File: src/rtl/ccff_loader.sv
// Serialises bitstream words onto a configuration chain head with a gated shift enable.
// Define CCFF_LOADER_READBACK_EN to build the CRC-16-CCITT over bits returning on ccff_tail.
module ccff_loader #(
  parameter int WORD_W    = 32,
  parameter int CHAIN_LEN = 1024
) (
  input  logic              prog_clk,
  input  logic              prog_reset,
  input  logic              start,
  input  logic [WORD_W-1:0] in_data,
  input  logic              in_valid,
  output logic              in_ready,
  output logic              ccff_head,
  output logic              chain_shift_en,
  input  logic              ccff_tail,
  output logic              busy,
  output logic              done,
  output logic [15:0]       readback_crc
);

  localparam int BL_W = $clog2(CHAIN_LEN + 1);
  localparam int WB_W = $clog2(WORD_W + 1);

  typedef enum logic [1:0] {
    IDLE  = 2'd0,
    LOAD  = 2'd1,
    SHIFT = 2'd2,
    DONE  = 2'd3
  } state_t;

  state_t            state, state_d;
  logic [WORD_W-1:0] sreg, sreg_d;
  logic [BL_W-1:0]   bits_left, bits_left_d;
  logic [WB_W-1:0]   word_bits_left, word_bits_left_d;
  logic              in_ready_d;
  logic              ccff_head_d;
  logic              chain_shift_en_d;
  logic              busy_d;
  logic              done_d;
  logic              handshake;

  assign handshake = in_valid & in_ready;

  always_comb begin
    state_d          = state;
    sreg_d           = sreg;
    bits_left_d      = bits_left;
    word_bits_left_d = word_bits_left;
    ccff_head_d      = ccff_head;
    chain_shift_en_d = 1'b0;
    case (state)
      IDLE: begin
        if (start) begin
          state_d          = LOAD;
          sreg_d           = '0;
          bits_left_d      = BL_W'(CHAIN_LEN);
          word_bits_left_d = '0;
        end
      end
      LOAD: begin
        if (handshake) begin
          sreg_d           = in_data;
          word_bits_left_d = WB_W'(WORD_W);
          state_d          = SHIFT;
        end
      end
      SHIFT: begin
        ccff_head_d      = sreg[0];
        chain_shift_en_d = 1'b1;
        sreg_d           = {1'b0, sreg[WORD_W-1:1]};
        bits_left_d      = bits_left - BL_W'(1);
        word_bits_left_d = word_bits_left - WB_W'(1);
        if (bits_left == BL_W'(1)) begin
          state_d = DONE;
        end else if (word_bits_left == WB_W'(1)) begin
          // Reloading on the last bit of a word keeps the enable stream bubble-free.
          if (handshake) begin
            sreg_d           = in_data;
            word_bits_left_d = WB_W'(WORD_W);
          end else begin
            state_d = LOAD;
          end
        end
      end
      DONE: begin
        state_d = IDLE;
      end
      default: begin
        state_d = IDLE;
      end
    endcase

    // in_ready is registered, so it is derived from the state being entered.
    in_ready_d = (state_d == LOAD) ||
                 ((state_d == SHIFT) && (word_bits_left_d == WB_W'(1)) &&
                  (bits_left_d > BL_W'(1)));
    busy_d     = (state_d != IDLE);
    done_d     = (state == DONE);
  end

  always_ff @(posedge prog_clk) begin
    if (prog_reset) begin
      state          <= IDLE;
      sreg           <= '0;
      bits_left      <= '0;
      word_bits_left <= '0;
      in_ready       <= 1'b0;
      ccff_head      <= 1'b0;
      chain_shift_en <= 1'b0;
      busy           <= 1'b0;
      done           <= 1'b0;
    end else begin
      state          <= state_d;
      sreg           <= sreg_d;
      bits_left      <= bits_left_d;
      word_bits_left <= word_bits_left_d;
      in_ready       <= in_ready_d;
      ccff_head      <= ccff_head_d;
      chain_shift_en <= chain_shift_en_d;
      busy           <= busy_d;
      done           <= done_d;
    end
  end

`ifdef CCFF_LOADER_READBACK_EN
  logic [15:0] crc_q;

  function automatic logic [15:0] crc16_step(input logic [15:0] crc, input logic bit_in);
    logic fb;
    fb = crc[15] ^ bit_in;
    crc16_step = {crc[14:0], 1'b0} ^ (fb ? 16'h1021 : 16'h0000);
  endfunction

  // The tail bit is meaningful on the same cycles the chain is being clocked.
  always_ff @(posedge prog_clk) begin
    if (prog_reset) begin
      crc_q <= 16'h0000;
    end else if ((state == IDLE) && start) begin
      crc_q <= 16'hFFFF;
    end else if (chain_shift_en) begin
      crc_q <= crc16_step(crc_q, ccff_tail);
    end
  end

  assign readback_crc = crc_q;
`else
  logic unused_tail;
  assign unused_tail  = ccff_tail;
  assign readback_crc = 16'h0000;
`endif

endmodule

File: config.mk
export PLATFORM = sky130hd
export DESIGN_NAME = ccff_loader
export DESIGN_NICKNAME = d
export VERILOG_FILES = /design/src/rtl/ccff_loader.sv
export SDC_FILE = /design/constraint.sdc
export NUM_CORES = 1
export LEC_CHECK = 0
export ABC_CLOCK_PERIOD_IN_PS = 2300
export CORE_UTILIZATION = 31
export CTS_BUF_LIST = sky130_fd_sc_hd__clkbuf_8
export DETAILED_ROUTE_END_ITERATION = 10
export GPL_TIMING_DRIVEN = 0
export PLACE_DENSITY = 0.57
export SETUP_SLACK_MARGIN = 0.05
export SYNTH_ARGS = -nofsm -noshare
export SYNTH_HDL_FRONTEND = slang
export SYNTH_SLANG_ARGS = --single-unit
File: constraint.sdc
create_clock -name prog_clk -period 2.3 [get_ports prog_clk]
set_input_delay 0.46 -clock prog_clk [delete_from_list [all_inputs] [get_ports prog_clk]]
set_output_delay 0.46 -clock prog_clk [all_outputs]
set_load 0.05 [all_outputs]
==> key figures, run 1 <==
Run
  • Maxcap violations: 0

Critical path
  • Required @ worst endpoint: 2.49 ns
  • Cell count along the critical path: 6
  • CP max FO: 8
  • Critical Path, Cell by Cell: buf_4 -> or4_1 -> or4_1 -> a221oi_2 -> and4_1 -> o31ai_1
  • Slowest cell on crit path: or4_1
  • Element type at the critical path end: flop
  • Crit path arrival time: 2.33 ns
  • Delay-heaviest family, CP: simple AND/OR/NAND/NOR gates
  • WP buf/inv: 1
  • Critical path class: flop to flop
  • Startpoint Class: flop
  • CP peak stage delay: roughly 0.54 ns
  • R2r worst-path depth: 6
  • Most Frequent Cell on Critical Path: or4_1

Routing
  • Vias: 2,696
  • Initial DRT Pass Iterations: 5
  • Final wirelength: 7.23 mm
  • Wirelength per Cell: roughly 14 um
  • DRC: 0
  • DR iter-0 viols: between 150 and 200
  • Vias per cell: 5.13
  • Final ANT Viol Nets: 0

Yosys
  • Synth unique cells: 59
  • Area share of the largest cell type after synthesis: 0.379
  • Sequential element share of the synthesized area: 0.379
  • Syn Area/Cell: 8.90 um2
  • Register bit total from synthesis: 56
  • Area contributors post-synth: dfxtp_1 (38%), nor2_1 (7.6%), a22oi_1 (6.6%), a22o_1 (5.3%), buf_4 (4.6%)
  • Number of enable flip-flop cells after synthesis: 0
  • Yosys warning count: 0
  • Yosys top cell by area: dfxtp_1
  • Synthesized instance count: 332
  • Main synth FF type: dfxtp_1
  • Async set-reset flop share out of synthesis: 0
  • Synthesized area: 0.00296 mm2

Floorplanning
  • Die W: around 100 um
  • DIE AREA: between 0.009 and 0.01 mm2
  • I/O pins: 58
  • Placeable core area: 0.00924 mm2
  • Chip Height: 99.6 um
  • Num rows: 35
  • Initial cell density of the core: 0.320

Power
  • Peak supply drop: roughly 0.27 mV
  • Power Density: 679 mW/mm2
  • Lkg Pwr: between 0.001 and 0.0015 uW

Clock tree
  • Hold_buf cts: 0
  • H-tree depth: 2
  • CTS max path bufs: 2
  • CTS tree: built
  • Root Buffer: clkbuf_8
  • Clock sink total: 56
  • Clock slew at reported path FFs: 0.10 ns
  • Clock latency on the worst-skew pair: 0.31 ns
  • Total CTS buffers: 5

Timing
  • Fin crit share: 0.928
  • Worst-Margin Slew: just under 0.6 ns
  • Max Clk Rate: 0.469 GHz
  • Min Tclk post-route: around 2.1 ns
  • Final Hold Viols: 0
  • Final Setup Violations: 0
  • Final count of pins violating max slew: 0
  • Clock Skew: 0.00806 ns
  • Slew HR: 0.609
  • Min Hold Slack: 0.505 ns
  • RSZ-0062 raised after global routing: false

Place
  • Routability cong.: 0.837
  • I/O Buffers: 39
  • Post-DP HPWL: 5.13 mm

Global route
  • GRT Total Usage: 0.145
  • Largest net degree at the start of global routing: 17
  • GRT overflow: 0
  • Antenna violations before repair: 0
  • First-pass GRT wire length: 11.8 mm
  • Vias in the first global route: 2,486

Hold path
  • Hold path depth: 2
  • Hold crit path type: flop to flop

Layout
  • Synthesis-to-layout area growth: 28.7%
  • Antenna diode count: 0
  • # nets final: 443
  • Fin util: 0.412
  • Layout cells sized above 1: 0.166

Outcome
  • Status: completed
## cell usage after synthesis, types with 2 or more instances
cell type,instances
nor2_1,60
dfxtp_1,56
a22oi_1,26
a22o_1,18
buf_4,18
clkbuf_1,15
a222oi_1,13
a21oi_1,10
ha_1,9
inv_1,9
nor3_1,8
nand2_1,7
o21ai_0,7
nor2b_1,6
xnor2_1,6
xor2_1,4
a211o_1,3
a221oi_1,3
a311oi_1,3
buf_6,3
mux2i_1,3
or3_1,3
a211oi_1,2
buf_2,2
nand4_1,2
nor3b_1,2
or4_1,2
## metrics by stage
stage	total power (uW)	area, um2	worst slack, ns	setup TNS, ns	cells
after floorplan	1610	3010	0.159	0	347
after global placement	1810	3560	-0.539	-13.29	515
after detailed placement	1820	3560	-0.564	-13.34	515
after CTS	2590	3740	0.0759	0	523
after global routing	2720	3800	0.0496	0	526
final	2580	3800	0.166	0	526
## kinds of logic (layout without fill, tap and decap cells)
kind of cell / after synthesis / in the layout / synth area share
flops: 56 / 56 / 0.379
xor+xnor: 10 / 10 / 0.0296
other cells: 1 / 16 / 0.00127
simple gates: 108 / 108 / 0.193
compound gates: 95 / 95 / 0.251
mux: 4 / 4 / 0.0140
buf+inv: 49 / 99 / 0.0936
fa+ha+maj: 9 / 9 / 0.0381
## worst min-delay path, stage by stage (launching register included)
cell and delay [ns]:
dfxtp_1 0.34, mux2i_1 0.06, nor2_1 0.07
## flip-flops by register name (all words and copies together) (netlist names)
| signal | cells |
|---|---|
| state | 2 |
| word_bits_left | 6 |
| ccff_head | 1 |
| busy | 1 |
| chain_shift_en | 1 |
| done | 1 |
| bits_left | 11 |
| in_ready | 1 |
| sreg | 32 |
## layout make-up
class | instances | area (um2)
Tap cell | 129 | 161
Clock buffer | 5 | 68.8
Sequential cell | 56 | 1140
Clock inverter | 2 | 60.1
Timing Repair Buffer | 45 | 435
Buffer | 37 | 244
Fill cell | 917 | 5440
Multi-Input combinational cell | 242 | 1660
Inverter | 10 | 40.0
## per-layer routing
metal | share of wire | global-route usage
met1 | 0.48 | 0.192
met2 | 0.47 | 0.246
met3 | 0.043 | 0.0239
met4 | 0.011 | 0.0373
met5 | 0 | 0
## power breakdown
part           internal, uW  total, uW  leakage (uW)  switching, uW
clock                   429        746     0.0000642            317
combinational           324        778      0.000951            453
sequential             1020       1060      0.000457           42.9
## layout by cell type (no fill, tap or decap), drive strengths merged, types with 3 or more instances in the layout
cell            n
xnor2           6
ha              9
a21oi          11
clkbuf         18
inv            10
a222oi         13
nor2b           6
nor3            8
nor2           60
or3             3
nor3b           3
nand2           7
a22o           18
a221oi          3
mux2i           3
xor2            4
clkdlybuf4s50  39
a211o           3
a311oi          3
a22oi          26
dfxtp          56
buf            30
conb           16
o21ai           7
## path summary, 6_finish.rpt
kind | startpoint | to | slack (ns)
setup / recovery | bits_left[3] | in_ready | 0.17
hold / removal | ccff_head | ccff_head | 0.51
setup reg to reg | bits_left[3] | in_ready | 0.17
hold reg to reg | ccff_head | ccff_head | 0.51
## repair_timing
| item | CTS | global route |
|---|---|---|
| gates resized for setup | 11 | 21 |
| cloned | 0 | 0 |
| buffers inserted | 2 | 4 |
| pin swaps | 2 | 6 |
| endpoints found under the setup margin | 45 | 23 |
Note: power is estimated with default switching activity, not from simulation.
==> run 2, diff against run 1 <==
Settings changed: CORE_ASPECT_RATIO set to 0.6, CORE_MARGIN set to 3.
==> key figures, run 2 (same netlist as run 1, synthesis figures left out) <==
Routing
  • DR iter-0 viols: between 300 and 400
  • DRC: 0
  • Initial DRT Pass Iterations: 7
  • Final wirelength: 7.79 mm
  • Final ANT Viol Nets: 0
  • Vias: roughly 2,700
  • Wirelength per Cell: 14.8 um
  • Vias per cell: 5.19

Clock tree
  • Clock sink total: 56
  • Clock latency on the worst-skew pair: 0.32 ns
  • Clock slew at reported path FFs: between 0.1 and 0.15 ns
  • CTS tree: built
  • H-tree depth: 2
  • Root Buffer: clkbuf_8
  • Total CTS buffers: 5
  • CTS max path bufs: 2

Global route
  • Antenna violations before repair: 0
  • GRT Total Usage: 0.147
  • First-pass GRT wire length: 12.8 mm
  • GRT overflow: 0
  • Vias in the first global route: 2,463
  • Largest net degree at the start of global routing: 17

Critical path
  • R2r worst-path depth: 6
  • Critical Path, Cell by Cell: buf_4 -> or4_1 -> or4_4 -> a221oi_4 -> and4_1 -> o31ai_1
  • CP peak stage delay: 0.54 ns
  • Cell count along the critical path: 6
  • WP buf/inv: 1
  • Worst R2R Start: bits_left[3]
  • Element type at the critical path end: flop
  • CP max FO: 8
  • R2R Setup Slk: 0.07 ns
  • Required @ worst endpoint: 2.50 ns
  • Slowest cell on crit path: or4_1
  • Startpoint Class: flop
  • Crit path arrival time: about 2.4 ns
  • Origin of the worst setup path: bits_left[3]
  • Delay-heaviest family, CP: simple AND/OR/NAND/NOR gates
  • RR Endpoint: in_ready
  • Critical path class: flop to flop
  • Critical path endpoint: in_ready

Power
  • Lkg Pwr: 0.00146 uW
  • Peak supply drop: 0.256 mV
  • Power Density: 639 mW/mm2

Timing
  • Worst-Margin Slew: 0.539 ns
  • Final Hold Viols: 0
  • Min Tclk post-route: 2.23 ns
  • RSZ-0062 raised after global routing: true
  • Max Clk Rate: 0.447 GHz
  • Final Setup Violations: 0
  • Final count of pins violating max slew: 0
  • Fin crit share: 0.972
  • Post-route setup TNS: 0 ns
  • Clock Skew: 0.00828 ns
  • Slew HR: 0.641

Layout
  • Multi-input gate area: about 0.0017 mm2
  • Commonest non-fill, non-tap cell in the layout: nor2_1
  • Synthesis-to-layout area growth: 28.5%
  • Largest Register: sreg
  • Fin util: 0.428
  • Antenna diode count: 0
  • Top flop regs: sreg: 32 flops, bits_left: 11 flops, word_bits_left: 6 flops
  • Most frequent cells in the layout: nor2_1 (60), dfxtp_1 (48), clkdlybuf4s50_1 (39)
  • Post-Layout Cell Count: 527
  • Max FFs per register: 32
  • FF+latch area: ~0.0011 mm2
  • Fillers: 906
  • # nets final: 446
  • Layout cells sized above 1: 0.170

Floorplanning
  • Die W: 132 um
  • Placeable core area: 0.00888 mm2
  • DIE AREA: 0.0108 mm2
  • Chip Height: 81.6 um
  • Num rows: 26
  • Initial cell density of the core: 0.333
  • I/O pins: between 50 and 60

Place
  • Post-DP HPWL: 5.55 mm
  • I/O Buffers: 39
  • Routability cong.: approximately 0.82
  • Dpl cells: 512

Run
  • Maxcap violations: 0

Outcome
  • Status: completed

Hold path
  • Hold crit path type: flop to flop
==> run 2: repair_timing <==
action | 4_1_cts | 5_1_grt
setup endpoints to repair | 46 | 28
resized for setup | 14 | 19
setup buffers | 1 | 8
pin swaps | 2 | 9
endpoints found under the hold margin | 0 | 0
hold buffers | 0 | 0
==> run 2: worst reg2reg max path, cell delays in order, from the launching register on <==
cell	delay, ns
dfxtp_2	0.32
buf_4	0.16
or4_1	0.54
or4_4	0.45
a221oi_4	0.28
and4_1	0.28
o31ai_1	0.09
==> run 2: through the flow <==
| stage | setup WS [ns] | hold WS, ns | total power (uW) | cell area, um2 |
|---|---|---|---|---|
| floorplan | 0.159 | 0.463 | 1610 | 3010 |
| global route | -0.00722 | 0.533 | 2570 | 3800 |
| finish | 0.0652 | 0.513 | 2430 | 3800 |
| detailed placement | -0.620 | 0.488 | 1820 | 3560 |
| global placement | -0.582 | 0.478 | 1820 | 3560 |
| CTS | 0.0552 | 0.513 | 2390 | 3690 |
==> run 2: how the worst min path moves through the flow <==
stage	from	end	slack, ns	depth (start not counted)
finish	sreg[24]	sreg[23]	0.51	2
global route	sreg[3]	sreg[2]	0.53	2
CTS	sreg[24]	sreg[23]	0.51	2
detailed placement	sreg[24]	sreg[23]	0.49	2
global placement	sreg[30]	sreg[29]	0.48	2
floorplan	sreg[0]	ccff_head	0.46	2
==> run 2: cell type report <==
| type | instances | share of cell area |
|---|---|---|
| Buffer | 37 | 0.0642 |
| Clock buffer | 5 | 0.0181 |
| Clock inverter | 3 | 0.00428 |
| Inverter | 10 | 0.0105 |
| Multi-Input combinational cell | 242 | 0.441 |
| Sequential cell | 56 | 0.300 |
| Tap cell | 126 | 0.0415 |
| Timing Repair Buffer | 48 | 0.121 |
==> run 2: per-layer routing <==
layer  GRT usage  share of wire
met3      0.0337          0.066
met2       0.200           0.39
met4      0.0314         0.0076
met5           0              0
met1       0.230           0.54
==> run 2: power breakdown <==
| group | total [uW] | switching [uW] | internal [uW] |
|---|---|---|---|
| combinational | 812 | 470 | 342 |
| sequential | 1060 | 43.2 | 1020 |
| clock | 554 | 344 | 210 |
